`src/rtl/program_loader_if.sv`:
```
// ---------------------------------------------------------------------------
// program_loader_if
// Purpose : Bundles the probe-bus load handshake, the CPU-side RAM bus and
//           the RAM write port that the program loader sits between.
// Signals :
//   load_start   1-cycle pulse that begins a new load session
//   load_valid   load_data / load_last are valid
//   load_data    image word
//   load_last    marks the final word of the image
//   load_ready   loader accepts a word this cycle
//   cpu_address  core address bus
//   cpu_wdata    core write data
//   cpu_we       core write enable
//   ram_address  RAM address
//   ram_wdata    RAM write data
//   ram_we       RAM write enable
// Modports: master = probe bus + core side (drives load_* and cpu_*),
//           slave  = the loader itself.
// ---------------------------------------------------------------------------
interface program_loader_if #(
  parameter int ADDR_WIDTH = 8,
  parameter int DATA_WIDTH = 8
);
  logic                  load_start;
  logic                  load_valid;
  logic [DATA_WIDTH-1:0] load_data;
  logic                  load_last;
  logic                  load_ready;
  logic [ADDR_WIDTH-1:0] cpu_address;
  logic [DATA_WIDTH-1:0] cpu_wdata;
  logic                  cpu_we;
  logic [ADDR_WIDTH-1:0] ram_address;
  logic [DATA_WIDTH-1:0] ram_wdata;
  logic                  ram_we;

  modport master (
    output load_start, load_valid, load_data, load_last,
    output cpu_address, cpu_wdata, cpu_we,
    input  load_ready,
    input  ram_address, ram_wdata, ram_we
  );

  modport slave (
    input  load_start, load_valid, load_data, load_last,
    input  cpu_address, cpu_wdata, cpu_we,
    output load_ready,
    output ram_address, ram_wdata, ram_we
  );
endinterface

```
`src/rtl/program_loader.sv`:
```
// ---------------------------------------------------------------------------
// program_loader
// Purpose : Streams a program image from the probe bus into RAM at
//           consecutive addresses while holding the CPU in reset, then hands
//           the RAM port back to the core.
// Ports   :
//   clk           system clock
//   rst           asynchronous, active-high reset
//   bus           program_loader_if.slave (load handshake, cpu bus, ram port)
//   cpu_rst_out   reset to the core, high while loading and during the hold
//   busy          high in LOAD or HOLD
//   loaded_count  words written this session (0 .. 2**ADDR_WIDTH)
//   overflow_err  sticky: a word arrived after RAM was full
//   checksum      running sum of written words (0 unless enabled)
// Configuration:
//   LOADER_CHECKSUM_EN  when defined, checksum is the modulo-2**DATA_WIDTH
//                       sum of every word written this session; otherwise it
//                       is tied to zero.
// ---------------------------------------------------------------------------
module program_loader #(
  parameter int ADDR_WIDTH = 8,
  parameter int DATA_WIDTH = 8,
  parameter int RESET_HOLD = 4
) (
  input  logic                  clk,
  input  logic                  rst,
  program_loader_if.slave       bus,
  output logic                  cpu_rst_out,
  output logic                  busy,
  output logic [ADDR_WIDTH:0]   loaded_count,
  output logic                  overflow_err,
  output logic [DATA_WIDTH-1:0] checksum
);

  localparam int HOLD_W = $clog2(RESET_HOLD + 1);
  localparam logic [HOLD_W-1:0] HOLD_LAST = HOLD_W'(RESET_HOLD - 1);
  localparam logic [ADDR_WIDTH:0] CAPACITY = {1'b1, {ADDR_WIDTH{1'b0}}};

  typedef enum logic [1:0] {IDLE, LOAD, HOLD} state_t;

  state_t                state;
  state_t                state_next;
  logic [HOLD_W-1:0]     hold_cnt;
  logic                  wr_pending;
  logic [ADDR_WIDTH-1:0] wr_addr;
  logic [DATA_WIDTH-1:0] wr_data;
  logic                  accept;
  logic                  full;
  logic                  start;

  // loaded_count doubles as the write pointer. A word accepted while the
  // previous one is still in flight must account for that pending write,
  // both for the fullness test and for the address it will land on.
  assign start  = (state == IDLE) && bus.load_start;
  assign accept = (state == LOAD) && bus.load_valid;
  assign full   = (loaded_count + {{ADDR_WIDTH{1'b0}}, wr_pending}) == CAPACITY;

  // Next-state logic and output muxing. In IDLE the core owns the RAM port
  // combinationally; otherwise the registered loader write is presented.
  always_comb begin
    state_next      = state;
    bus.load_ready  = 1'b0;
    busy            = 1'b0;
    bus.ram_address = wr_addr;
    bus.ram_wdata   = wr_data;
    bus.ram_we      = wr_pending;
    case (state)
      IDLE: begin
        bus.ram_address = bus.cpu_address;
        bus.ram_wdata   = bus.cpu_wdata;
        bus.ram_we      = bus.cpu_we & ~rst;
        if (bus.load_start) state_next = LOAD;
      end
      LOAD: begin
        bus.load_ready = 1'b1;
        busy           = 1'b1;
        if (accept && bus.load_last) state_next = HOLD;
      end
      HOLD: begin
        busy = 1'b1;
        if (hold_cnt == HOLD_LAST) state_next = IDLE;
      end
      default: state_next = IDLE;
    endcase
  end

  // State register, write pipeline and session counters. cpu_rst_out is
  // registered from the next state so it drops together with the return
  // to IDLE and rises together with the entry to LOAD.
  always_ff @(posedge clk or posedge rst) begin
    if (rst) begin
      state        <= IDLE;
      hold_cnt     <= '0;
      wr_pending   <= 1'b0;
      wr_addr      <= '0;
      wr_data      <= '0;
      loaded_count <= '0;
      overflow_err <= 1'b0;
      cpu_rst_out  <= 1'b1;
    end else begin
      state       <= state_next;
      cpu_rst_out <= (state_next != IDLE);
      hold_cnt    <= (state == HOLD) ? hold_cnt + HOLD_W'(1) : '0;
      wr_pending  <= accept && !full;
      if (accept && !full) begin
        wr_addr <= loaded_count[ADDR_WIDTH-1:0] + ADDR_WIDTH'(wr_pending);
        wr_data <= bus.load_data;
      end
      if (start) begin
        loaded_count <= '0;
        overflow_err <= 1'b0;
      end else begin
        if (wr_pending) loaded_count <= loaded_count + 1'b1;
        if (accept && full) overflow_err <= 1'b1;
      end
    end
  end

`ifdef LOADER_CHECKSUM_EN
  // Sum of the words actually written, updated in the write cycle.
  always_ff @(posedge clk or posedge rst) begin
    if (rst) begin
      checksum <= '0;
    end else if (start) begin
      checksum <= '0;
    end else if (wr_pending) begin
      checksum <= checksum + wr_data;
    end
  end
`else
  assign checksum = '0;
`endif

endmodule

```
`src/flat_wrapper.sv`:
```
// flat-port wrapper written by rule: the top's interface ports become plain ports
module program_loader_flat 
#(
  parameter int ADDR_WIDTH = 8,
  parameter int DATA_WIDTH = 8,
  parameter int RESET_HOLD = 4
)
  (clk, rst, cpu_rst_out, busy, loaded_count, overflow_err, checksum, bus_load_start, bus_load_valid, bus_load_data, bus_load_last, bus_cpu_address, bus_cpu_wdata, bus_cpu_we, bus_load_ready, bus_ram_address, bus_ram_wdata, bus_ram_we);
  program_loader_if #(.ADDR_WIDTH(ADDR_WIDTH), .DATA_WIDTH(DATA_WIDTH)) bus_i ();
  input  logic clk;
  input  logic rst;
  output logic cpu_rst_out;
  output logic busy;
  output logic [ADDR_WIDTH:0] loaded_count;
  output logic overflow_err;
  output logic [DATA_WIDTH-1:0] checksum;
  input wire logic [$bits(bus_i.load_start)-1:0] bus_load_start;
  input wire logic [$bits(bus_i.load_valid)-1:0] bus_load_valid;
  input wire logic [$bits(bus_i.load_data)-1:0] bus_load_data;
  input wire logic [$bits(bus_i.load_last)-1:0] bus_load_last;
  input wire logic [$bits(bus_i.cpu_address)-1:0] bus_cpu_address;
  input wire logic [$bits(bus_i.cpu_wdata)-1:0] bus_cpu_wdata;
  input wire logic [$bits(bus_i.cpu_we)-1:0] bus_cpu_we;
  output wire logic [$bits(bus_i.load_ready)-1:0] bus_load_ready;
  output wire logic [$bits(bus_i.ram_address)-1:0] bus_ram_address;
  output wire logic [$bits(bus_i.ram_wdata)-1:0] bus_ram_wdata;
  output wire logic [$bits(bus_i.ram_we)-1:0] bus_ram_we;
  assign bus_i.load_start = bus_load_start;
  assign bus_i.load_valid = bus_load_valid;
  assign bus_i.load_data = bus_load_data;
  assign bus_i.load_last = bus_load_last;
  assign bus_i.cpu_address = bus_cpu_address;
  assign bus_i.cpu_wdata = bus_cpu_wdata;
  assign bus_i.cpu_we = bus_cpu_we;
  assign bus_load_ready = bus_i.load_ready;
  assign bus_ram_address = bus_i.ram_address;
  assign bus_ram_wdata = bus_i.ram_wdata;
  assign bus_ram_we = bus_i.ram_we;
  program_loader #(.ADDR_WIDTH(ADDR_WIDTH), .DATA_WIDTH(DATA_WIDTH), .RESET_HOLD(RESET_HOLD)) u_core (.clk(clk), .rst(rst), .bus(bus_i), .cpu_rst_out(cpu_rst_out), .busy(busy), .loaded_count(loaded_count), .overflow_err(overflow_err), .checksum(checksum));
endmodule
```
`config.mk`:
```
export PLATFORM = sky130hd
export DESIGN_NAME = program_loader_flat
export DESIGN_NICKNAME = d
export VERILOG_FILES = /design/src/rtl/program_loader_if.sv /design/src/rtl/program_loader.sv /design/src/flat_wrapper.sv
export SDC_FILE = /design/constraint.sdc
export NUM_CORES = 1
export LEC_CHECK = 0
export CELL_PAD_IN_SITES_DETAIL_PLACEMENT = 1
export CELL_PAD_IN_SITES_GLOBAL_PLACEMENT = 2
export CORE_UTILIZATION = 29
export DETAILED_ROUTE_END_ITERATION = 16
export PLACE_DENSITY = 0.9
export SLEW_MARGIN = 15
export SYNTH_ARGS = -nofsm -noshare
export SYNTH_HDL_FRONTEND = slang
export SYNTH_SLANG_ARGS = --single-unit
```
`constraint.sdc`:
```
create_clock -name clk -period 6 [get_ports clk]
set_input_delay 0.6 -clock clk [delete_from_list [all_inputs] [get_ports clk]]
set_output_delay 0.6 -clock clk [all_outputs]
set_load 0.005 [all_outputs]
```
# After elaboration in Yosys (flattened, before gate mapping)
# Cells that the tools add are included.
totals:
  latchBits: 0
  regBits: 33
  wordCells: 43
  romBits: 0
  in_bits: 30
  mem_count: 0
  out_inout_bits: 38
  ram_bits: 0
classes:
  magnitude_cmp: 0
  n_eq_ne: 4
  bitwise: 2
  addsub: 4
  mul: 0
  n_mux: 14
  n_reduce_logical: 11
  shifts: 0
  div: 0
op_table:
  columns: ["cell", "n"]
  rows:
  - ["$mux 9", 2]
  - ["$mux 8", 2]
  - ["$add 9x1->9", 1]
  - ["$add 9x1->9 const B", 1]
  - ["$eq 9x9->1 const B", 1]
  - ["$add 8x1->8", 1]
  - ["$mux 2", 3]
  - ["$pmux 2 s3", 1]
  - ["$reduce_bool 2->1", 3]
  - ["$logic_and 1x1->1", 5]
  - ["$mux 1", 5]
  - ["$add 3x1->3 const B", 1]
  - ["$eq 3x2->1 const B", 1]
  - ["$mux 3", 1]
  - ["$eq 2x1->1 const B", 1]
  - ["$eq 2x2->1 const B", 1]
  - ["$logic_not 2->1", 1]
  - ["$reduce_or 2->1", 1]
  - ["$and 1x1->1", 1]
  - ["$logic_not 1->1", 1]
  - ["$not 1->1", 1]

# Depth between registers and ports, before layout
# Gate-level depths: netlist (run 1).
depth:
  ltp_word: 6
  mapped_depth: 8
  depth_no_buf: 7

# Worst setup path before layout (run 1)
# OpenSTA, ideal clock, no wires.
synth_path:
  path_kind: "reg-to-reg"
  start: "register u_core.loaded_count[0]"
  end: "register u_core.wr_addr[4]"
  synth_period_minus_slack_ps: 2216
  path_slack_ps: 3784
  required_time_ps: 5875
  t_arrival_ps: 2091
  path_stages_with_launch: 9
  setup_time_ps: 125
  n_path_buf: 1
  path_cell_list: "dfrtp_1 ha_1 ha_1 nand3_2 nor3_2 o2111ai_2 o31a_4 buf_8 mux2_4"
synth_between:
  elab_chain_cells: 4
  word_cells_on_any_way: 5
  cone_classes: "add/sub: 2; eq/ne: 1; reduce/logical: 2"
synth_rtl:
  columns: ["element", "line", "source"]
  rows:
  - ["start: declaration", "program_loader.sv:30", "output logic [ADDR_WIDTH:0] loaded_count,"]
  - ["start signal: assignment", "program_loader.sv:113", "if (wr_pending) loaded_count <= loaded_count + 1'b1;"]
  - ["$add 9x1->9", "program_loader.sv:56", "assign full = (loaded_count + {{ADDR_WIDTH{1'b0}}, wr_pending}) == CAPACITY;"]
  - ["$eq 9x9->1", "program_loader.sv:56", null]
  - ["$logic_not 1->1", "program_loader.sv:105", "if (accept && !full) begin"]
  - ["$logic_and 1x1->1", "program_loader.sv:105", null]
  - ["end signal: assignment", "program_loader.sv:106", "wr_addr <= loaded_count[ADDR_WIDTH-1:0] + ADDR_WIDTH'(wr_pending);"]
  - ["end: declaration", "program_loader.sv:45", "logic [ADDR_WIDTH-1:0] wr_addr;"]
# Several ways; a longest one is shown, not always the timed one.
# A chain may end at the register's enable or synchronous reset.

# Final worst setup path (run 1)
layout_path:
  start: "register u_core.state[1]"
  end: "output bus_ram_wdata[7]"
layout_between:
  elab_chain_cells: 2
layout_rtl:
  columns: ["element", "line", "source"]
  rows:
  - ["start: declaration", "program_loader.sv:41", "state_t state;"]
  - ["start signal: assignment", "program_loader.sv:101", "state <= state_next;"]
  - ["$logic_not 2->1", "program_loader.sv:67", "case (state)"]
  - ["$mux 8", "program_loader.sv:67", null]
  - ["end: declaration", "flat_wrapper.sv:26", "output wire logic [$bits(bus_i.ram_wdata)-1:0] bus_ram_wdata;"]
# Every way passes these cells.

==> results_tabular.tex, run 1 <==
\begin{tabular}{lr}
\hline
Metric & Value \\
\hline
\multicolumn{2}{l}{\textbf{Status}} \\
\quad Run status & finished with violations \\
\quad Violations in the final reports & DRC \\
\multicolumn{2}{l}{\textbf{Floorplanning}} \\
\quad I/O pin total & roughly 70 \\
\quad DIE HEIGHT & 84.1 um \\
\quad Number of rows created at floorplan & 29 \\
\quad Overall die width & between 80 and 90 um \\
\quad Core Box Area & 6420 um\^{}2 \\
\quad Initial Utilization & 0.305 \\
\quad Die Outline Area & $\sim$7100 um\^{}2 \\
\multicolumn{2}{l}{\textbf{Timing}} \\
\quad Hold Fails Final Rpt & 0 \\
\quad Worst clock skew & between 0.007 and 0.008 ns \\
\quad Pins over their slew limit & 0 \\
\quad Shortest period the worst path allows & around 3.1 ns \\
\quad Fmax & approximately 0.32 GHz \\
\quad Max-Slew Margin vs Limit & 0.349 \\
\quad Final-layout setup total negative slack & 0 ns \\
\quad Total of endpoints with negative setup slack in the final report & 0 \\
\quad Setup repair after global routing missed its margin & false \\
\quad Final critical-path share of the clock period & 0.516 \\
\quad Worst slew pin tran & between 0.9 and 1 ns \\
\quad Worst path setup slack after routing & 2.90 ns \\
\multicolumn{2}{l}{\textbf{Clock network}} \\
\quad \# resized after CTS & 0 \\
\quad Longest Clk Path Bufs & 2 \\
\quad CTS H-tree lvls & 2 \\
\quad CTS clock-pin slew for the worst setup and hold paths & about 0.060 ns \\
\quad Total of hold buffers inserted after clock tree synthesis & 0 \\
\quad Sinks on the clock net & 33 \\
\quad Post-CTS setup-driven buffer insertion count & 0 \\
\quad Master cell of the clock root buffer & sky130\_fd\_sc\_hd\_\_clkbuf\_8 \\
\quad Clk\_lat worst skew & 0.28 ns \\
\quad TritonCTS clock tree & built \\
\quad Cts bufs inserted & 5 \\
\multicolumn{2}{l}{\textbf{Power}} \\
\quad Leakage & 1.12 nW \\
\quad Power Total & 1.03 mW \\
\quad Max rail drop VDD & approximately 0.18 mV \\
\quad Power density over the cells & between 300 and 400 nW/um\^{}2 \\
\multicolumn{2}{l}{\textbf{Routing}} \\
\quad Length of the first detailed-routing pass in iterations & 10 \\
\quad Detailed router's first-iteration violation count & 47 \\
\quad Post-detailed-route wirelength per cell & 14.2 um \\
\quad Vias per Instance & around 4.7 \\
\quad ANT nets after route & 0 \\
\quad Final routed DRC violation total & 7 \\
\quad Vias post-DR & roughly 1500 \\
\quad Total detailed-routing wirelength & between 4000 and 5000 um \\
\multicolumn{2}{l}{\textbf{Setup path}} \\
\quad Worst reg2reg path startpoint & u\_core.wr\_pending \\
\quad R2r endpoint & u\_core.wr\_data[7] \\
\quad Stages on the worst setup path & 4 \\
\quad Worst setup EP type & primary output \\
\quad Startpoint type of the worst setup path & flip-flop \\
\quad Cell depth of the worst flop-to-flop path & 7 \\
\quad Delay of the slowest cell on the worst path & roughly 0.8 ns \\
\quad Crit path max fanout & 26 \\
\quad Worst setup path category & reg -> out \\
\quad Worst path bufs/invs & 2 \\
\quad Cell type of the slowest stage on the worst timing path & sky130\_fd\_sc\_hd\_\_ha\_1 \\
\quad Worst-path cell chain & inv\_1, ha\_1, mux2\_2, clkdlybuf4s50\_1 \\
\quad Top cell family by delay on the critical path & adder cells \\
\quad End point of the critical path & bus\_ram\_wdata[7] \\
\quad Crit path from & u\_core.state[1] \\
\quad Required time at the worst-slack endpoint & between 5 and 6 ns \\
\quad Worst setup slack for register-to-register paths & roughly 3.5 ns \\
\quad WP data arrival & between 2 and 3 ns \\
\multicolumn{2}{l}{\textbf{Min path}} \\
\quad Worst min path class & reg -> reg \\
\multicolumn{2}{l}{\textbf{Placement}} \\
\quad Dpl hpwl & $\sim$3400 um \\
\quad Post-Place Cell Area & roughly 2500 um\^{}2 \\
\quad DP Worst Slack & 3.19 ns \\
\quad RD Place Congestion & roughly 0.73 \\
\quad Count of port buffers added during placement & approximately 60 \\
\quad Cells after DPL & 312 \\
\multicolumn{2}{l}{\textbf{Job}} \\
\quad Number of max-cap violations & 0 \\
\multicolumn{2}{l}{\textbf{Synth}} \\
\quad Yosys reg bits & 33 \\
\quad Post-synthesis async set-or-reset flop share & 1.00 \\
\quad Share of the yosys chip area belonging to registers & 0.423 \\
\quad Number of warnings reported in the yosys synthesis log & 0 \\
\quad Number of instances in the synthesized netlist & 186 \\
\quad Ys flop type & sky130\_fd\_sc\_hd\_\_dfrtp\_1 \\
\quad Count of flip-flops with a built-in enable after synthesis & 0 \\
\quad Number of library cell types mapped by synthesis & 40 \\
\quad Average instance area after synthesis & between 10 and 15 um\^{}2 \\
\quad Mapped cell area & $\sim$2000 um\^{}2 \\
\multicolumn{2}{l}{\textbf{Global routing}} \\
\quad Via count of the first global-routing pass & 1659 \\
\quad Total track usage & 0.139 \\
\quad Grt ovf & 0 \\
\quad Global-route wire length before repair & 7870 um \\
\quad Pin count of the biggest net entering global routing & 34 \\
\quad Number of antenna violations at the first check in global routing & 0 \\
\multicolumn{2}{l}{\textbf{Cells and area}} \\
\quad Synthesis-to-layout area growth & 36.3\% \\
\quad Post-Layout Cell Count & 320 \\
\quad Final design area excluding fillers & roughly 2700 um\^{}2 \\
\quad Share of cells above drive strength 1 & 0.165 \\
\quad Antenna Cells & 0 \\
\quad Total number of nets in the final design & about 280 \\
\hline
\end{tabular}
==> routing by layer <==
layer  GRT usage  wire length (um)
met1       0.171              2040
met2       0.241              2260
met3      0.0305               200
met4      0.0470                47
met5           0                 0
==> cell usage in the layout (no fill, tap or decap), types with 2 or more instances in the layout <==
cell type / Yosys / layout
sky130_fd_sc_hd__and2_1: 2 / 2
sky130_fd_sc_hd__conb_1: 1 / 8
sky130_fd_sc_hd__nor2_1: 12 / 12
sky130_fd_sc_hd__mux2_4: 5 / 5
sky130_fd_sc_hd__a31o_2: 3 / 3
sky130_fd_sc_hd__a21oi_1: 5 / 5
sky130_fd_sc_hd__ha_1: 9 / 9
sky130_fd_sc_hd__nor3_1: 4 / 4
sky130_fd_sc_hd__o22ai_1: 3 / 3
sky130_fd_sc_hd__clkbuf_8: 0 / 6
sky130_fd_sc_hd__or3_1: 4 / 4
sky130_fd_sc_hd__inv_1: 9 / 9
sky130_fd_sc_hd__o21ai_0: 13 / 13
sky130_fd_sc_hd__o21a_1: 2 / 2
sky130_fd_sc_hd__mux2_2: 16 / 16
sky130_fd_sc_hd__clkdlybuf4s50_1: 0 / 59
sky130_fd_sc_hd__xnor2_1: 7 / 7
sky130_fd_sc_hd__nor2b_1: 4 / 4
sky130_fd_sc_hd__xor2_1: 5 / 5
sky130_fd_sc_hd__nand2_1: 14 / 14
sky130_fd_sc_hd__dfrtp_1: 32 / 32
sky130_fd_sc_hd__nand4_1: 3 / 3
==> synth_stat cells (5+ instances only) <==
master                    instances  area share
sky130_fd_sc_hd__mux2_2          16       0.092
sky130_fd_sc_hd__ha_1             9       0.058
sky130_fd_sc_hd__inv_1            9       0.017
sky130_fd_sc_hd__dfrtp_1         32        0.41
sky130_fd_sc_hd__a21oi_1          5       0.013
sky130_fd_sc_hd__xnor2_1          7       0.031
sky130_fd_sc_hd__o21ai_0         13       0.033
sky130_fd_sc_hd__buf_4           11       0.042
sky130_fd_sc_hd__nand2_1         14       0.027
sky130_fd_sc_hd__mux2_4           5       0.038
sky130_fd_sc_hd__xor2_1           5       0.022
sky130_fd_sc_hd__nor2_1          12       0.023
==> worst min-delay path by stage <==
stage                       startpoint                 end  cells past startpoint  slack, ns
finish              u_core.hold_cnt[0]  u_core.hold_cnt[0]                      1       0.43
global route        u_core.hold_cnt[0]  u_core.hold_cnt[0]                      1       0.47
CTS                 u_core.hold_cnt[0]  u_core.hold_cnt[0]                      1       0.44
detailed placement  u_core.hold_cnt[0]  u_core.hold_cnt[0]                      1       0.43
global placement    u_core.hold_cnt[0]  u_core.hold_cnt[0]                      1       0.42
floorplan           u_core.hold_cnt[0]  u_core.hold_cnt[0]                      1       0.41
==> flip-flops by register name (all words and copies together), names as in the netlist <==
register,count
u_core.loaded_count,9
u_core.state,2
u_core.cpu_rst_out,1
u_core.wr_addr,8
u_core.wr_data,8
u_core.overflow_err,1
u_core.hold_cnt,3
u_core.wr_pending,1
==> area by class of cell <==
class,count,area (um^2)
flip-flops and latches,33,827
multi-input cells,133,995
well taps,77,96.3
repair buffers,60,598
clock buffers,7,86.3
fillers,726,3760
clock inverters,1,30.0
inverters,9,33.8
==> through the flow <==
step,util,hold slack (ns)
global placement,0.397,0.422
global route,0.415,0.474
finish,0.415,0.434
CTS,0.415,0.437
detailed placement,0.397,0.426
floorplan,-,0.409
==> power breakdown <==
group | total [mW] | switching [mW] | internal [mW]
Sequential | 0.325 | 0.0449 | 0.280
Combinational | 0.486 | 0.193 | 0.294
Clock | 0.217 | 0.0816 | 0.135
==> cell families (layout without fill, tap and decap cells) <==
family / after synthesis / after routing / share of synthesized area
flops: 33 / 33 / 0.423
mux: 22 / 22 / 0.136
compound gates: 32 / 32 / 0.109
buf+inv: 27 / 77 / 0.0825
other cells: 1 / 8 / 0.00192
xor+xnor: 12 / 12 / 0.0537
simple gates: 50 / 50 / 0.137
fa+ha+maj: 9 / 9 / 0.0575
==> worst register-to-register path, cell delays in order (launching register included) <==
cell and delay, ns:
sky130_fd_sc_hd__dfrtp_1 0.50, sky130_fd_sc_hd__ha_1 0.27, sky130_fd_sc_hd__ha_1 0.27, sky130_fd_sc_hd__nand3_2 0.14, sky130_fd_sc_hd__nor2_1 0.17, sky130_fd_sc_hd__xor2_1 0.33
sky130_fd_sc_hd__o31a_4 0.32, sky130_fd_sc_hd__mux2_2 0.37
(Power assumes the default switching activity.)
==> run 2, diff against run 1 <==
Settings changed: CORE_UTILIZATION 29 to 25, PLACE_DENSITY 0.9 to 0.83.
Clock period 6 ns to 2.71 ns, I/O delays scaled along.
==> run 2 against run 1 <==
Net effect:
- combinational power increased by 120%
- largest cell class unchanged
- sequential power up 120%
- the flow now finishes without violations
- critical endpoint is now u_core.wr_data[5]
- non-clock buffer count is 2 higher
- final area up 0.47%
- critical path depth rose by 3
- setup slack got worse by 2.6 ns
==> results_tabular.tex, run 2 (synthesis results as in run 1) <==
\begin{tabular}{lr}
\hline
Metric & Value \\
\hline
\multicolumn{2}{l}{\textbf{Status}} \\
\quad Run status & finished clean \\
\multicolumn{2}{l}{\textbf{Global routing}} \\
\quad Global-route wire length before repair & 7660 um (-2.6\%) \\
\quad Total track usage & 0.118 (-0.0208) \\
\quad Via count of the first global-routing pass & 1524 (-8.1\%) \\
\quad Grt ovf & 0 (unchanged) \\
\quad Number of antenna violations at the first check in global routing & 0 (unchanged) \\
\quad Pin count of the biggest net entering global routing & 34 (unchanged) \\
\multicolumn{2}{l}{\textbf{Routing}} \\
\quad Final routed DRC violation total & 0 (-7) \\
\quad Post-detailed-route wirelength per cell & 13.2 um (-6.9\%) \\
\quad Total detailed-routing wirelength & 4550 um (+0.11\%) \\
\quad Vias post-DR & 1512 (-0.13\%) \\
\quad ANT nets after route & 0 (unchanged) \\
\quad Detailed router's first-iteration violation count & 50 (+6.4\%) \\
\quad Vias per Instance & 4.40 (-7.1\%) \\
\quad Length of the first detailed-routing pass in iterations & 3 (-7) \\
\multicolumn{2}{l}{\textbf{Cells and area}} \\
\quad Final design area excluding fillers & 2680 um\^{}2 (+0.47\%) \\
\quad Max FFs per register & 9 (unchanged) \\
\quad Sequential Area & 827 um\^{}2 (unchanged) \\
\quad Antenna Cells & 0 (unchanged) \\
\quad Synthesis-to-layout area growth & 36.9\% \\
\quad Highest-count cells in the layout ignoring fill and taps & sky130\_fd\_sc\_hd\_\_clkdlybuf4s50\_1 (59), sky130\_fd\_sc\_hd\_\_dfrtp\_1 (32), sky130\_fd\_sc\_hd\_\_mux2\_2 (16) \\
\quad Most frequent standard cell in the layout excluding fill and tap cells & sky130\_fd\_sc\_hd\_\_clkdlybuf4s50\_1 \\
\quad Largest registers & u\_core.loaded\_count (9), u\_core.wr\_addr (8), u\_core.wr\_data (8) \\
\quad Fill cell instance count of the final layout & 840 (+16\%) \\
\quad Top reg by flops & u\_core.loaded\_count \\
\quad Share of cells above drive strength 1 & 0.176 (+0.0109) \\
\quad Total number of nets in the final design & 283 (+0.71\%) \\
\quad Footprint of the multi-input gates & 995 um\^{}2 (unchanged) \\
\multicolumn{2}{l}{\textbf{Timing}} \\
\quad Final-layout setup total negative slack & 0 ns (unchanged) \\
\quad Pins over their slew limit & 0 (unchanged) \\
\quad Fmax & slightly above 0.4 GHz \\
\quad Final critical-path share of the clock period & 0.903 \\
\quad Worst clock skew & 0.00475 ns (-0.00233 ns) \\
\quad Hold Fails Final Rpt & 0 (unchanged) \\
\quad Shortest period the worst path allows & between 2 and 2.5 ns \\
\quad Setup repair after global routing missed its margin & false \\
\quad Hold\_ws & 0.397 ns (-0.0371 ns) \\
\quad Total of endpoints with negative setup slack in the final report & 0 (unchanged) \\
\multicolumn{2}{l}{\textbf{Clock network}} \\
\quad Cts bufs inserted & 5 (unchanged) \\
\quad Master cell of the clock root buffer & sky130\_fd\_sc\_hd\_\_clkbuf\_8 \\
\quad TritonCTS clock tree & built \\
\quad Longest Clk Path Bufs & 2 (unchanged) \\
\quad Sinks on the clock net & 33 (unchanged) \\
\quad Clk\_lat worst skew & 0.28 ns (about the same) \\
\quad \# resized after CTS & 0 (unchanged) \\
\quad CTS clock-pin slew for the worst setup and hold paths & 0.07 ns (about the same) \\
\quad Total of hold buffers inserted after clock tree synthesis & 0 (unchanged) \\
\quad CTS H-tree lvls & 2 (unchanged) \\
\quad Post-CTS setup-driven buffer insertion count & 0 (unchanged) \\
\multicolumn{2}{l}{\textbf{Placement}} \\
\quad Dpl hpwl & 3500 um (+2.3\%) \\
\quad RD Place Congestion & 0.726 (-0.96\%) \\
\quad Post-Place Cell Area & 2590 um\^{}2 (+1.7\%) \\
\quad Count of port buffers added during placement & 59 (unchanged) \\
\multicolumn{2}{l}{\textbf{Setup path}} \\
\quad Cell repeated most along the worst path & sky130\_fd\_sc\_hd\_\_ha\_1 \\
\quad Worst setup EP type & flip-flop \\
\quad Worst-path cell chain & ha\_1, ha\_1, nand3\_2, o21a\_1, o2111ai\_2, o31a\_4, mux2\_2 \\
\quad Worst setup slack for register-to-register paths & 0.26 ns (-3.25 ns) \\
\quad Delay of the slowest cell on the worst path & 0.48 ns (-0.32 ns) \\
\quad Worst path bufs/invs & 0 (-2) \\
\quad Worst setup path category & reg -> reg \\
\quad Crit path max fanout & 14 (-46\%) \\
\quad Top cell family by delay on the critical path & compound AO/OA/AOI/OAI gates \\
\quad Cell type of the slowest stage on the worst timing path & sky130\_fd\_sc\_hd\_\_dfrtp\_1 \\
\quad WP data arrival & 2.62 ns (+0.12 ns) \\
\quad Startpoint type of the worst setup path & flip-flop \\
\quad Required time at the worst-slack endpoint & 2.88 ns (-2.52 ns) \\
\multicolumn{2}{l}{\textbf{Power}} \\
\quad Max rail drop VDD & 0.275 mV (+56\%) \\
\quad Leakage & 1.11 nW (-0.41\%) \\
\quad Power density over the cells & 809 nW/um\^{}2 (+110\%) \\
\quad Power Total & 2.17 mW (+110\%) \\
\multicolumn{2}{l}{\textbf{Floorplanning}} \\
\quad Initial Utilization & 0.264 (-0.0406) \\
\quad Number of rows created at floorplan & 31 (+6.9\%) \\
\quad Die Outline Area & 8190 um\^{}2 (+16\%) \\
\quad I/O pin total & 68 (unchanged) \\
\quad Overall die width & 90.5 um (+7.5\%) \\
\quad Core Box Area & 7410 um\^{}2 (+15\%) \\
\quad DIE HEIGHT & 90.5 um (+7.5\%) \\
\multicolumn{2}{l}{\textbf{Job}} \\
\quad Number of max-cap violations & 0 (unchanged) \\
\multicolumn{2}{l}{\textbf{Min path}} \\
\quad Worst min path class & in -> async \\
\hline
\end{tabular}
## run 2: worst paths after layout
path | from | end | depth (start not counted)
max | u_core.wr_pending | u_core.wr_data[5] | 7
min | rst | u_core.wr_addr[1] | 3
max reg2reg | u_core.wr_pending | u_core.wr_data[5] | 7
min reg2reg | u_core.hold_cnt[0] | u_core.hold_cnt[0] | 1
max in group asynchronous | rst | u_core.cpu_rst_out | 3
min in group clk | u_core.hold_cnt[0] | u_core.hold_cnt[0] | 1
## run 2: layer usage
metal / GRT usage / wire length, um / share of wire
met5: 0 / 0 / 0
met4: 0.0323 / 25 / 0.0055
met3: 0.0379 / 280 / 0.062
met2: 0.189 / 2160 / 0.47
met1: 0.153 / 2090 / 0.46
## run 2: layout make-up
class,instances,area share
timing repair buffer,62,0.229
tap,99,0.0462
sequential,33,0.309
multi-input combinational,133,0.371
inverter,9,0.0126
clock inverter,3,0.00654
clock buffer,5,0.0257
## run 2: report_power, final
part	switching, mW	internal (mW)	leakage, nW
clock	0.190	0.177	0.0439
sequential	0.0974	0.620	0.434
combinational	0.425	0.658	0.634
total	0.712	1.45	1.11
## run 2: worst reg2reg max path: stages (launching register included)
cell,delay (ns)
sky130_fd_sc_hd__dfrtp_1,0.48
sky130_fd_sc_hd__ha_1,0.28
sky130_fd_sc_hd__ha_1,0.27
sky130_fd_sc_hd__nand3_2,0.14
sky130_fd_sc_hd__o21a_1,0.23
sky130_fd_sc_hd__o2111ai_2,0.28
sky130_fd_sc_hd__o31a_4,0.29
sky130_fd_sc_hd__mux2_2,0.36
## run 2: per-stage QoR
step / util / cells / setup WS [ns]
6_report: 0.362 / 344 / 0.263
5_1_grt: 0.362 / 344 / 0.113
4_1_cts: 0.362 / 344 / 0.224
3_5_place_dp: 0.350 / 336 / 0.246
3_3_place_gp: 0.350 / 336 / 0.374
2_1_floorplan: - / 193 / 0.494
==> edit, RTL diff (flow settings as in run 2) <==
Encoding of `state_t`: now one-hot (3 bits for 3 states).
--- a/src/rtl/program_loader.sv
+++ b/src/rtl/program_loader.sv
@@ -38,3 +38,3 @@
 
-  typedef enum logic [1:0] {IDLE, LOAD, HOLD} state_t;
+  typedef enum logic [2:0] {IDLE = 3'b001, LOAD = 3'b010, HOLD = 3'b100} state_t;
 
Behaviour: no difference found for any inputs over 10 cycles, from zero or initial values and one cycle with rst high; not proved beyond that.
==> edit against run 2 <==
Sequential cell count increased by 1; maximum frequency down 4.5%; final area is 3.5% higher; power up 3.1%; combinational power fell by 8%; area after synthesis rose by 2.4%; largest cell class unchanged; worst setup slack lost 120 ps; routed wire length is 5.3% higher; critical path type unchanged; clock power rose by 33%; via count down 1.3%; sequential power grew 4.7%; utilization fell by 0.26 points; non-clock buffer count grew 1.
==> edit: results (changes against run 2) <==
Pin count of the biggest net entering global routing = 35 (was 34)
Placed Cells = 330 (was 336)
1st-pass router iterations = 4 (was 3)
Fraction of layout cells with a size suffix above 1 = 0.229 (was 0.176)
Num CTS Buffers = 5 (unchanged)
Synthesized area per cell = 11.4 sq um (was 10.5 sq um)
Cell leakage power = 1.24 nW (was 1.11 nW)
Sequential cell area fraction in the yosys report = 0.426 (was 0.423)
WL met2 = 2260 um (was 2160 um)
Setup repair bufs after CTS = 0 (unchanged)
Clock buffer depth = 2 (unchanged)
Metal-1 WL = 2240 um (was 2090 um)
DP HPWL = 3580 um (was 3500 um)
Switching share of power = 0.287 (was 0.329)
Cts repair resizes = 0 (unchanged)
Distinct cells, synth = 42 (was 40)
Finished Layout Cells = 338 (was 344)
Vias per cell = 4.42 (was 4.40)
Worst-skew pair later-pin latency = 290 ps
Drt wl/cell = 14.2 um (was 13.2 um)
Critical path fanouts, max = 16 (was 14)
Top cells by area, synth = dfrtp_1, mux2_2, mux2_4, buf_4, xor2_1 (was dfrtp_1, mux2_2, ha_1, buf_4, mux2_4)
Tot GR Track Use = 0.121 (was 0.118)
Worst Skew = 10.5 ps (was 4.75 ps)
Status = finished, final reports clean (unchanged)
First-pass GRT wire length = 7860 um (was 7660 um)
Root Driver = clkbuf_8 (unchanged)
Highest routed layer = met4 (unchanged)
Ant diodes = 0 (unchanged)
Post-synth top cells = dfrtp_1, mux2_2, nor2_1, buf_4 (was dfrtp_1, mux2_2, nand2_1, o21ai_0, nor2_1)
Nets@finish = 270 (was 283)
Placer Congestion = 0.823 (was 0.726)
Worst slack, placed = 159 ps (was 246 ps)
Clock Pin Slew Worst Setup and Hold Paths = 80 ps
Post-Place Cell Area = 2660 sq um (was 2590 sq um)
H-tree lvl count = 2 (unchanged)
DRT iter0 DRCs = 62 (was 50)
DR WL met3 = 257 um (was 280 um)
Post-synth EDFFs = 0 (unchanged)
Number of global-route vias before repair = 1,539 (was 1,524)
Ys async rst share = 1.00 (unchanged)
Peak VDD IR = 0.000236 V (was 0.000275 V)
## edit: cell types whose count changed after synthesis, moves of 4 or more
cell and change:
o21ai_0 -11, mux2_2 +6, nand2_1 -5, ha_1 -4, mux2_4 +4, or3_1 -4
## edit: power by group through the flow
stage	clock (mW)	sequential [mW]	combinational (mW)
after floorplan	0	0.706	0.585
after global placement	0	0.762	0.983
after detailed placement	0	0.762	1.01
after CTS	0.502	0.754	1.01
after global routing	0.522	0.773	1.08
final	0.488	0.751	0.996
## edit: worst paths after layout
check                                        from            endpoint  slack (ps)  cells after the start
max in group asynchronous                     rst  u_core.cpu_rst_out        1930                      3
hold / removal                                rst   u_core.wr_data[1]         420                      3
setup / recovery           u_core.loaded_count[0]   u_core.wr_data[6]         150                      8
min in group clk               u_core.hold_cnt[0]  u_core.hold_cnt[0]         450                      1
hold reg to reg                u_core.hold_cnt[0]  u_core.hold_cnt[0]         450                      1
setup reg to reg           u_core.loaded_count[0]   u_core.wr_data[6]         150                      8
## edit: layout make-up
| cell class | instances | area, sq um |
|---|---|---|
| fill | 848 | 4950 |
| multi-input combinational | 124 | 1030 |
| sequential | 34 | 853 |
| timing repair buffer | 63 | 621 |
| tap | 102 | 128 |
| clock buffer | 7 | 86.3 |
| clock inverter | 1 | 30.0 |
| inverter | 7 | 26.3 |
## edit: per-layer routing
metal,vias up,GRT usage
li1,707,-
met2,45,0.194
met5,-,0
met4,0,0.0291
met3,5,0.0285
met1,736,0.165
## edit: cell families after synthesis
| group | after synthesis | share of synthesized area |
|---|---|---|
| mux | 33 | 0.201 |
| fa+ha+maj | 5 | 0.0312 |
| compound gates | 15 | 0.0643 |
| flops | 34 | 0.426 |
| buf+inv | 25 | 0.0756 |
| simple gates | 48 | 0.131 |
| other cells | 1 | 0.00187 |
| xor+xnor | 15 | 0.0693 |
## edit: critical path, cell delays in order, from the launching register on
cell	delay [ps]
dfrtp_1	450
ha_1	280
ha_1	250
nand3_2	150
xnor2_2	210
a31oi_4	130
o311ai_4	290
buf_4	310
mux2_2	370
